==> src/rtl/keypad_matrix_scanner.sv <==
// 4x4 keypad scanner: drives rows active-low in turn, samples synchronised columns,
// debounces whole-matrix frames and reports a single pressed key one-hot with press/release strobes.
module keypad_matrix_scanner #(
  parameter int unsigned SCAN_DIV       = 50_000,
  parameter int unsigned DEBOUNCE_SCANS = 5
) (
  input  logic        clk,
  input  logic        RSTn,
  input  logic [3:0]  col,
  output logic [3:0]  row,
  output logic [15:0] onehot,
  output logic        key_press,
  output logic        key_release,
  output logic        multi_key
);

  localparam int unsigned SLOT_W = (SCAN_DIV > 1) ? $clog2(SCAN_DIV) : 1;
  localparam logic [SLOT_W-1:0] SLOT_LAST = SLOT_W'(SCAN_DIV - 1);
  localparam logic [3:0] CNT_MAX = 4'hF;
  localparam logic [3:0] DEB_THR = 4'(DEBOUNCE_SCANS);

  logic [3:0]        sync1;
  logic [3:0]        sync2;
  logic [SLOT_W-1:0] slot;
  logic [1:0]        row_idx;
  logic [15:0]       frame;
  logic [15:0]       prev;
  logic [15:0]       debounced;
  logic [3:0]        stable_cnt;
  logic              eval_pend;
  logic [15:0]       onehot_d;

  logic [3:0]  col_s;
  logic        slot_end;
  logic        frame_end;
  logic [15:0] frame_full;
  logic [3:0]  cnt_next;
  logic [4:0]  key_count;

  // Frame-end bookkeeping: the row-3 nibble being sampled now completes the frame.
  always_comb begin
    col_s      = ~sync2;
    slot_end   = (slot == SLOT_LAST);
    frame_end  = slot_end && (row_idx == 2'd3);
    frame_full = {col_s, frame[11:0]};
    cnt_next   = 4'd1;
    if (frame_full == prev) begin
      cnt_next = (stable_cnt == CNT_MAX) ? CNT_MAX : stable_cnt + 4'd1;
    end
    key_count  = 5'($countones(debounced));
  end

  always_ff @(posedge clk) begin
    if (RSTn) begin
      sync1       <= 4'hF;
      sync2       <= 4'hF;
      slot        <= '0;
      row_idx     <= 2'd0;
      row         <= 4'b1110;
      frame       <= '0;
      prev        <= '0;
      debounced   <= '0;
      stable_cnt  <= '0;
      eval_pend   <= 1'b0;
      onehot      <= '0;
      onehot_d    <= '0;
      key_press   <= 1'b0;
      key_release <= 1'b0;
      multi_key   <= 1'b0;
    end else begin
      sync1 <= col;
      sync2 <= sync1;

      if (slot_end) begin
        slot                      <= '0;
        frame[{row_idx, 2'b00} +: 4] <= col_s;
        row_idx                   <= row_idx + 2'd1;
        row                       <= {row[2:0], row[3]};
      end else begin
        slot <= slot + SLOT_W'(1);
      end

      // prev holds the just-completed frame until the next frame end, so it is the update source.
      eval_pend <= 1'b0;
      if (frame_end) begin
        prev       <= frame_full;
        stable_cnt <= cnt_next;
        eval_pend  <= (cnt_next >= DEB_THR) && (frame_full != debounced);
      end
      if (eval_pend) begin
        debounced <= prev;
      end

      onehot    <= (key_count == 5'd1) ? debounced : 16'h0000;
      multi_key <= (key_count >= 5'd2);

      onehot_d    <= onehot;
      key_press   <= (onehot != onehot_d) && (onehot != 16'h0000);
      key_release <= (onehot_d != 16'h0000) && (onehot == 16'h0000);
    end
  end

endmodule

==> config.mk <==
export PLATFORM = sky130hd
export DESIGN_NAME = keypad_matrix_scanner
export DESIGN_NICKNAME = d
export VERILOG_FILES = /design/src/rtl/keypad_matrix_scanner.sv
export SDC_FILE = /design/constraint.sdc
export NUM_CORES = 1
export LEC_CHECK = 0
export BUFFER_PORTS_ARGS = -buffer_cell sky130_fd_sc_hd__buf_4
export CAP_MARGIN = 5
export CELL_PAD_IN_SITES_DETAIL_PLACEMENT = 1
export CELL_PAD_IN_SITES_GLOBAL_PLACEMENT = 1
export CORE_MARGIN = 2
export CORE_UTILIZATION = 42
export CTS_BUF_LIST = sky130_fd_sc_hd__clkbuf_4 sky130_fd_sc_hd__clkbuf_8 sky130_fd_sc_hd__clkbuf_16
export DETAILED_ROUTE_END_ITERATION = 10
export PLACE_DENSITY_LB_ADDON = 0.1
export SLEW_MARGIN = 20
export SYNTH_ARGS = -nofsm -noshare
export SYNTH_HDL_FRONTEND = slang
export SYNTH_SLANG_ARGS = --single-unit
==> constraint.sdc <==
create_clock -name clk -period 4.5 [get_ports clk]
set_input_delay 0.9 -clock clk [delete_from_list [all_inputs] [get_ports clk]]
set_output_delay 0.9 -clock clk [all_outputs]
set_load 0.02 [all_outputs]
==> metrics.txt, run 1 <==
Post-synth EDFFs=0; Area Overhead vs Synth=19.2%; vias in the first global route=3809; Max FO, Critical Path=10; Critical R2R Launch=debounced[0]; Top FF cell, synth=dfxtp_1; CTS sink cnt=114; pin count of the biggest net entering global routing=88; Initial DRC Count=176; Starting Density=43.4%; power consumption=2.41 mW; syn_nets=562; sequential power share=42.4%; Max Freq=235 MHz; first-pass GRT wire length=19500 um; most frequent cells in the layout=114 x dfxtp_1, 57 x nor2_1, 48 x nand2_1; FF-to-FF path depth=14; Mapped Cells=534; GP Congestion=0.833; Avg Cell Area, Syn=9.35 um2; kind of end point of the critical path=flip-flop; gr usage total=19.8%; ANT cells=0; clk_lat worst skew=0.42 ns; Post-synth ARST share=0%; P_sw=0.484 mW; final number of setup-violating endpoints=0; failing checks=design-rule violations; synth warn=0; type of origin of the critical path=flip-flop; htree depth=4; Via density=5.13; Worst Hold End=sync2[0]; P_leak=2.14 nW; combinational power share=1.3%; Final Hold Vio Count=0; RR Endpoint=onehot[14]; minimum clock period=4.26 ns; post-CTS setup buffers=0; FF+latch count, synth=114; IO Pins=29; initial antenna violation count=0; P per Cell Area=406 nW/um2; CP required=4.86 ns; share of layout cells above drive strength 1=14.0%; worst vdd ir=206 uV; period utilization=94.6%; hold path start=sync1[0]; Core Box Area=11500 um2; Die ar.=12800 um2; Clock Pin Slew Worst Setup and Hold Paths=0.05 ns; Hold Path Class=flip-flop to flip-flop; Final Skew=0.00703 ns; PortBufs=28; drt drc=5; GRT overflow=0; # hold bufs at CTS=0; DRT Wirelength=11700 um; DIE WIDTH=113 um; CTS tree=done; HPWL after detailed placement=8440 um; Max-slew headroom=31.4%; Root Buffer=clkbuf_16; ANT nets after route=0; CTS buffer count=17; synth unique cells=41; Final nets=594; Setup CP Type=flip-flop to flip-flop; Post-Syn Area=4990 um2; commonest non-fill, non-tap cell in the layout=dfxtp_1; die height=113 um; clock network power share=56.3%; maximum clock path buffer count=2; # rows=39; internal power=1.93 mW; R2R Setup Slk=0.24 ns; WP data arrival=4.62 ns; status=finished, violations left; DRT Pass-1 Iters=7; hold path depth=1; sw frac=20.0%; Worst Tran Pin Value=1.03 ns; via count=3703; WL per Instance=16.2 um; max-cap viol count=0; Slew Viols, Final=0; fin util=51.7%; post-synthesis sequential area ratio=45.7%
[power groups by stage]
stage,Combinational (mW),Sequential (mW),Clock (mW)
2_1_floorplan,0.0238,1.04,0
3_3_place_gp,0.0328,1.04,0
3_5_place_dp,0.0333,1.04,0
4_1_cts,0.0336,1.02,1.39
5_1_grt,0.0371,1.02,1.44
6_report,0.0325,1.02,1.36
[per-stage QoR]
stage	instance area, um2	instances	setup slack [ns]	TNS, ns	hold slack [ns]
finish	5950	722	0.243	0	0.409
CTS	5940	722	0.0348	0	0.412
floorplan	4990	534	0.160	0	0.389
global placement	5330	690	0.213	0	0.391
detailed placement	5330	690	0.0605	0	0.400
global route	5950	722	-0.0321	-0.275	0.422
[cells in the mapped netlist, types with 3 or more instances]
| cell type | instances | share of area, % |
|---|---|---|
| a211o_1 | 3 | 0.53 |
| a211oi_1 | 4 | 0.60 |
| a21oi_1 | 30 | 3.0 |
| a31oi_1 | 3 | 0.38 |
| and2_1 | 18 | 2.3 |
| clkbuf_1 | 15 | 1.1 |
| dfxtp_1 | 114 | 46 |
| fa_1 | 10 | 4.0 |
| ha_1 | 12 | 3.0 |
| inv_1 | 32 | 2.4 |
| mux2i_1 | 18 | 3.6 |
| nand2_1 | 48 | 3.6 |
| nand2_2 | 3 | 0.38 |
| nand3_1 | 8 | 0.80 |
| nand3b_1 | 3 | 0.45 |
| nand4_1 | 17 | 2.1 |
| nor2_1 | 57 | 4.3 |
| nor2b_1 | 19 | 2.4 |
| nor3_1 | 3 | 0.30 |
| nor4_1 | 12 | 1.5 |
| or2_2 | 9 | 1.1 |
| or3_1 | 12 | 1.5 |
| xnor2_1 | 47 | 8.2 |
| xor2_1 | 15 | 2.6 |
[how the worst max path moves through the flow]
stage	slack, ns	cells after the start	end	startpoint
after floorplan	0.16	14	onehot[10]	debounced[0]
after global placement	0.21	14	onehot[3]	debounced[0]
after global routing	-0.03	14	onehot[14]	debounced[0]
after detailed placement	0.06	14	onehot[14]	debounced[0]
after CTS	0.03	14	onehot[14]	debounced[0]
final	0.24	14	onehot[14]	debounced[0]
[metal layers]
metal	track usage, %	routed length, um	vias to the layer above
li1	-	-	1842
met1	23.9	5280	1790
met2	34.2	5870	49
met3	4.45	347	22
met4	8.13	226	0
met5	0	0	-
[state kept, by name, indices dropped and copies added (netlist names)]
register     cells
debounced       16
stable_cnt       4
prev            16
row              4
sync1            4
slot            16
onehot          16
eval_pend        1
frame           12
onehot_d        16
key_press        1
sync2            4
multi_key        1
row_idx          2
key_release      1
[cell families (layout without fill, tap and decap cells)]
logic type,Yosys count,in the layout,synth area share [%]
and+or+nand+nor,223,223,23.5
AOI/OAI and AO/OA,45,45,5.34
adders and majority gates,22,22,7.02
xor gates and xnor gates,62,62,10.9
buffers and inverters,50,95,3.93
DFF,114,114,45.7
muxes,18,18,3.61
[layout make-up]
class	count	area (um2)
Timing Repair Buffer	31	233
Clock inverter	11	135
Multi-Input combinational cell	370	2530
Clock buffer	21	468
Inverter	32	120
Sequential cell	114	2280
Fill cell	1320	5570
Tap cell	143	179
[worst max-delay path: stages (launching register included)]
cell and delay (ns):
dfxtp_1 0.38, inv_1 0.08, fa_1 0.57, fa_1 0.45
fa_1 0.53, fa_1 0.40, inv_1 0.07, ha_1 0.19
inv_1 0.07, fa_1 0.41, a2111oi_2 0.32, a21oi_1 0.11
nor4b_2 0.27, buf_4 0.20, and2_1 0.13
[timing repair]
action / 4_1_cts / 5_1_grt
endpoints found under the setup margin: 8 / 16
gates resized for setup: 1 / 2
gates cloned: 0 / 0
pin swaps: 0 / 1
Power figures use the tool's default switching activity.
==> run 2, diff against run 1 <==
Settings changed: GPL_TIMING_DRIVEN from default to 0, TNS_END_PERCENT from default to 5.
==> run 2 against run 1 <==
The flow still finishes with violations (design-rule violations). Register-to-register slack lost 0.05 ns. Die area unchanged. Count of clock-buffer cells in the layout down 3. Setup slack got worse by 0.047 ns. Via count is 2.9% higher. Critical path depth stayed put. Non-clock buffer count grew 16. Clock skew is 0.00051 ns higher. Sequential power is essentially flat. Critical path type unchanged. Largest cell class unchanged. Largest power group unchanged.
==> metrics.txt, run 2 (synthesis gave the netlist of run 1 again) <==
status=finished, violations left (unchanged); most frequent cells in the layout=113 x dfxtp_1, 57 x nor2_1, 48 x nand2_1 (was 114 x dfxtp_1, 57 x nor2_1, 48 x nand2_1); Area Overhead vs Synth=20.5% (was 19.2%); first-pass GRT wire length=20800 um (was 19500 um); Initial DRC Count=154 (was 176); kind of end point of the critical path=flip-flop (unchanged); Worst Tran Pin Value=0.772 ns (was 1.03 ns); fill cell count=1317 (was 1320); htree depth=4 (unchanged); ANT nets after route=0 (unchanged); Max Freq=232 MHz (was 235 MHz); Max-slew headroom=48.1% (was 31.4%); Final nets=610 (was 594); Hold Path Class=flip-flop to flip-flop (unchanged); Via density=5.16 (was 5.13); commonest non-fill, non-tap cell in the layout=dfxtp_1 (unchanged); ANT cells=0 (unchanged); hold path start=sync1[0] (unchanged); # hold bufs at CTS=0 (unchanged); WL per Instance=16.9 um (was 16.2 um); die height=113 um (unchanged); Max FO, Critical Path=6 (was 10); WP data arrival=4.66 ns (was 4.62 ns); via count=3811 (was 3703); P_leak=2.15 nW (was 2.14 nW); Placement Setup Slack=-0.364 ns (was 0.0605 ns); share of layout cells above drive strength 1=13.9% (was 14.0%); max-cap viol count=0 (unchanged); drt drc=5 (unchanged); Setup CP Type=flip-flop to flip-flop (unchanged); worst vdd ir=333 uV (was 206 uV); minimum clock period=4.30 ns (was 4.26 ns); Core Box Area=11500 um2 (unchanged); IO Pins=29 (unchanged); final number of setup-violating endpoints=0 (unchanged); initial antenna violation count=0 (unchanged); DRT Wirelength=12500 um (was 11700 um); maximum clock path buffer count=2 (unchanged); Die ar.=12800 um2 (unchanged); PortBufs=28 (unchanged); P per Cell Area=398 nW/um2 (was 406 nW/um2); Root Buffer=clkbuf_16 (unchanged); type of origin of the critical path=flip-flop (unchanged); CTS tree=done (unchanged); HPWL after detailed placement=9290 um (was 8440 um); Final Skew=0.00754 ns (was 0.00703 ns); GRT overflow=0 (unchanged); Slew Viols, Final=0 (unchanged); Starting Density=43.4% (unchanged); CTS buffer count=17 (unchanged); Final Hold Vio Count=0 (unchanged); CTS sink cnt=114 (unchanged); failing checks=design-rule violations (unchanged); gr usage total=21.3% (was 19.8%); crit path from=debounced[0] (unchanged); vias in the first global route=4038 (was 3809); DIE WIDTH=113 um (unchanged); pin count of the biggest net entering global routing=17 (was 88); CP required=4.86 ns (about the same); DRT Pass-1 Iters=7 (unchanged); WHS=0.409 ns (about the same); Clock Pin Slew Worst Setup and Hold Paths=0.06 ns (was 0.05 ns); period utilization=95.6% (was 94.6%); clk_lat worst skew=0.42 ns (about the same); setup ws final=0.196 ns (was 0.243 ns); GP Congestion=0.837 (was 0.833); # rows=39 (unchanged); Critical R2R Launch=debounced[0] (unchanged)
## run 2: where the power goes
group	leakage, nW	switching, mW	internal, mW	total [mW]
sequential	0.921	0.00645	1.02	1.02
clock	0.276	0.500	0.834	1.33
combinational	0.950	0.0268	0.0126	0.0394
## run 2: what timing repair did
action / CTS / global route
endpoints found under the hold margin: 0 / 0
pin swaps: 1 / 1
resized for setup: 2 / 7
buffers inserted: 1 / 0
endpoints found under the setup margin: 16 / 16
## run 2: layout make-up
| class | count | area, um2 | share of cell area [%] |
|---|---|---|---|
| sequential | 114 | 2280 | 38.0 |
| multi-input combinational | 370 | 2530 | 42.2 |
| buffer | 18 | 83.8 | 1.39 |
| tap | 143 | 179 | 2.98 |
| clock inverter | 14 | 155 | 2.58 |
| timing repair buffer | 29 | 218 | 3.62 |
| inverter | 32 | 120 | 2.00 |
| clock buffer | 18 | 439 | 7.30 |
## run 2: path summary, 6_finish.rpt
| check | endpoint | slack [ns] | cells after the start |
|---|---|---|---|
| setup / recovery | onehot[15] | 0.20 | 14 |
| hold / removal | sync2[0] | 0.41 | 1 |
| setup reg to reg | onehot[15] | 0.20 | 14 |
| hold reg to reg | sync2[0] | 0.41 | 1 |
## run 2: worst max-delay path, stage by stage, from the launching register on
cell and delay [ns]:
dfxtp_2 0.37, inv_1 0.07, fa_1 0.62, fa_1 0.46, fa_1 0.54, fa_1 0.41
inv_1 0.06, ha_1 0.17, inv_1 0.06, fa_1 0.39, a2111oi_2 0.29, a21oi_1 0.14
nor4b_4 0.33, buf_4 0.20, and2_1 0.13
## run 2: metrics by stage
stage	instances	utilization, %	TNS, ns	power [mW]	cell area (um2)
after global routing	738	52.2	-0.00470	2.47	6010
after CTS	738	52.1	0	2.42	6000
final	738	52.2	0	2.39	6010
after detailed placement	705	46.8	-3.81	1.08	5390
after floorplan	534	-	0	1.06	4990
after global placement	705	46.7	-8.81	1.08	5380
## run 2: per-layer routing
| layer | wire length (um) | global-route usage, % | up-vias |
|---|---|---|---|
| li1 | - | - | 1875 |
| met2 | 6400 | 37.8 | 55 |
| met3 | 375 | 4.66 | 22 |
| met5 | 0 | 0 | - |
| met4 | 292 | 9.27 | 0 |
| met1 | 5400 | 24.5 | 1859 |
==> run 3, diff against run 2 <==
Settings changed: ABC_AREA from default to 1, CORE_ASPECT_RATIO from default to 1.1, CORE_UTILIZATION 42 to 41, SETUP_SLACK_MARGIN from default to 0.2.
==> run 3 against run 2 <==
Combinational power up 13%. Hold slack got worse by 0.0013 ns. Critical path type unchanged. Synthesized area grew 4.8%. Synthesized cell count rose by 26%. First-iteration DRC count down 1.3%. Sequential share of layout area decreased by 1.4 points. The run now ends clean. Register-to-register slack improved by 0.11 ns. Sequential power hardly changed.
==> metrics.txt, run 3 <==
status=finished clean (was finished, violations left); commonest non-fill, non-tap cell in the layout=dfxtp_1 (unchanged); final number of setup-violating endpoints=0 (unchanged); worst vdd ir=187 uV (was 333 uV); clk_lat worst skew=0.42 ns (about the same); CP required=4.85 ns (was 4.86 ns); Synth top area share=43.6% (was 45.7%); synth warn=0 (unchanged); ANT cells=0 (unchanged); Slew Viols, Final=0 (unchanged); Max-slew headroom=61.5% (was 48.1%); max-cap viol count=0 (unchanged); ANT nets after route=0 (unchanged); Placed Cells=859 (was 705); GP Congestion=0.820 (was 0.837); gr usage total=22.6% (was 21.3%); P_leak=2.52 nW (was 2.15 nW); Mapped Cells=675 (was 534); Die ar.=13700 um2 (was 12800 um2); DIE WIDTH=112 um (was 113 um); top cells by count, synth=114 x dfxtp_1, 106 x nand2_1, 102 x inv_1 (was 114 x dfxtp_1, 57 x nor2_1, 48 x nand2_1); DRT Pass-1 Iters=5 (was 7); Final nets=750 (was 610); FF+latch count, synth=114 (unchanged); HPWL after detailed placement=11100 um (was 9290 um); initial antenna violation count=0 (unchanged); syn_nets=703 (was 562); # rows=43 (was 39); Max Freq=239 MHz (was 232 MHz); Avg Cell Area, Syn=7.75 um2 (was 9.35 um2); register area=2280 um2 (unchanged); Post-synth ARST share=0% (unchanged); biggest area consumer among synthesized cells=dfxtp_1 (unchanged); multi-input gate area in the final layout=2490 um2 (was 2530 um2); CTS sink cnt=114 (unchanged); Clock Pin Slew Worst Setup and Hold Paths=0.05 ns (was 0.06 ns); Area Overhead vs Synth=19.3% (was 20.5%); share of layout cells above drive strength 1=12.9% (was 13.9%); period utilization=93.1% (was 95.6%); drt drc=0 (was 5); minimum clock period=4.19 ns (was 4.30 ns); unrepaired setup endpoints after global routing=true; PortBufs=27 (was 28); Post-synth EDFFs=0 (unchanged); fill cell count=1532 (was 1317); Setup CP Type=flip-flop to flip-flop (unchanged); htree depth=4 (unchanged); type of origin of the critical path=flip-flop (unchanged); Max FO, Critical Path=10 (was 6); synth unique cells=33 (was 41); die height=122 um (was 113 um); Via density=4.99 (was 5.16); WL per Instance=16.2 um (was 16.9 um); setup TNS=0 ns (unchanged); Final Hold Vio Count=0 (unchanged); Top FF cell, synth=dfxtp_1 (unchanged); post-synthesis sequential area ratio=43.6% (was 45.7%); synth top area cells=dfxtp_1 44%, nand2_1 7.6%, inv_1 7.3% (was dfxtp_1 46%, xnor2_1 8.2%, nor2_1 4.3%); Worst Tran Pin Value=0.578 ns (was 0.772 ns); vias in the first global route=4687 (was 4038); WP data arrival=4.54 ns (was 4.66 ns); Post-Syn Area=5230 um2 (was 4990 um2); # hold bufs at CTS=0 (unchanged); Core Box Area=12500 um2 (was 11500 um2); GRT overflow=0 (unchanged); Non-Filler Instances=892 (was 738); via count=4455 (was 3811); maximum clock path buffer count=2 (unchanged); crit path from=debounced[0] (unchanged); Critical R2R Launch=debounced[0] (unchanged); Initial DRC Count=152 (was 154); kind of end point of the critical path=flip-flop (unchanged); hold path start=sync1[2] (was sync1[0]); Root Buffer=clkbuf_16 (unchanged); DRT Wirelength=14400 um (was 12500 um); P per Cell Area=381 nW/um2 (was 398 nW/um2); IO Pins=29 (unchanged); Hold Path Class=flip-flop to flip-flop (unchanged); CTS tree=done (unchanged); most frequent cells in the layout=113 x dfxtp_1, 106 x nand2_1, 102 x inv_1 (was 113 x dfxtp_1, 57 x nor2_1, 48 x nand2_1); most numerous cell in the Yosys netlist=dfxtp_1 (unchanged); CTS buffer count=17 (unchanged); Final Skew=0.00503 ns (was 0.00754 ns); pin count of the biggest net entering global routing=17 (unchanged); first-pass GRT wire length=23700 um (was 20800 um); Starting Density=41.7% (was 43.4%)
run 3: through the flow:
step	area (um2)	hold slack, ns	util (%)	worst slack [ns]	power, mW
2_1_floorplan	5230	0.389	-	0.514	1.07
5_1_grt	6240	0.429	49.8	0.154	2.46
3_3_place_gp	5630	0.393	44.9	0.0518	1.09
6_report	6240	0.407	49.8	0.311	2.38
4_1_cts	6230	0.409	49.7	0.237	2.40
3_5_place_dp	5630	0.396	44.9	-0.0553	1.09
run 3: layer usage:
| metal | track usage [%] | share of wire [%] | vias up |
|---|---|---|---|
| met2 | 40.9 | 52 | 63 |
| li1 | - | - | 2248 |
| met3 | 4.35 | 3.0 | 26 |
| met4 | 10.1 | 2.2 | 0 |
| met1 | 26.0 | 43 | 2118 |
| met5 | 0 | 0 | - |
run 3: cell families (layout without fill, tap and decap cells):
group	after synthesis	count (layout)	share of synthesized area, %
xor gates and xnor gates	32	32	5.36
buffers and inverters	123	183	9.07
AOI/OAI and AO/OA	115	115	11.3
adders and majority gates	22	22	6.70
DFF	114	114	43.6
and+or+nand+nor	269	269	23.9
run 3: cell type report:
cell class | instances | area share [%]
Clock buffer | 19 | 7.16
Multi-Input combinational cell | 438 | 39.9
Timing Repair Buffer | 28 | 3.37
Tap cell | 157 | 3.15
Inverter | 105 | 6.32
Clock inverter | 13 | 2.19
Sequential cell | 114 | 36.6
Buffer | 18 | 1.34
run 3: worst paths after layout:
path	to	slack [ns]	depth (start not counted)
max	onehot[14]	0.31	14
min	sync2[2]	0.41	1
max reg2reg	onehot[14]	0.31	14
min reg2reg	sync2[2]	0.41	1
run 3: timing repair:
action | in CTS | in global routing
gates cloned | 0 | 0
setup buffers | 1 | 0
endpoints found under the setup margin | 16 | 16
gates resized for setup | 2 | 5
pin swaps | 1 | 2
run 3: critical path, cell delays in order, from the launching register on:
cell     delay [ns]
dfxtp_2        0.36
inv_1          0.09
fa_1           0.61
fa_1           0.47
fa_1           0.55
fa_1           0.42
inv_1          0.07
ha_1           0.16
inv_1          0.06
fa_1           0.50
inv_1          0.07
nor4_4         0.23
nand4_1        0.21
buf_4          0.23
nor2_1         0.10
run 3: power breakdown:
group / total, mW / leakage (nW) / internal (mW) / switching (mW)
registers: 1.02 / 0.921 / 1.02 / 0.00551
logic: 0.0444 / 1.32 / 0.0144 / 0.0300
clock network: 1.31 / 0.279 / 0.832 / 0.479
total: 2.38 / 2.52 / 1.86 / 0.515
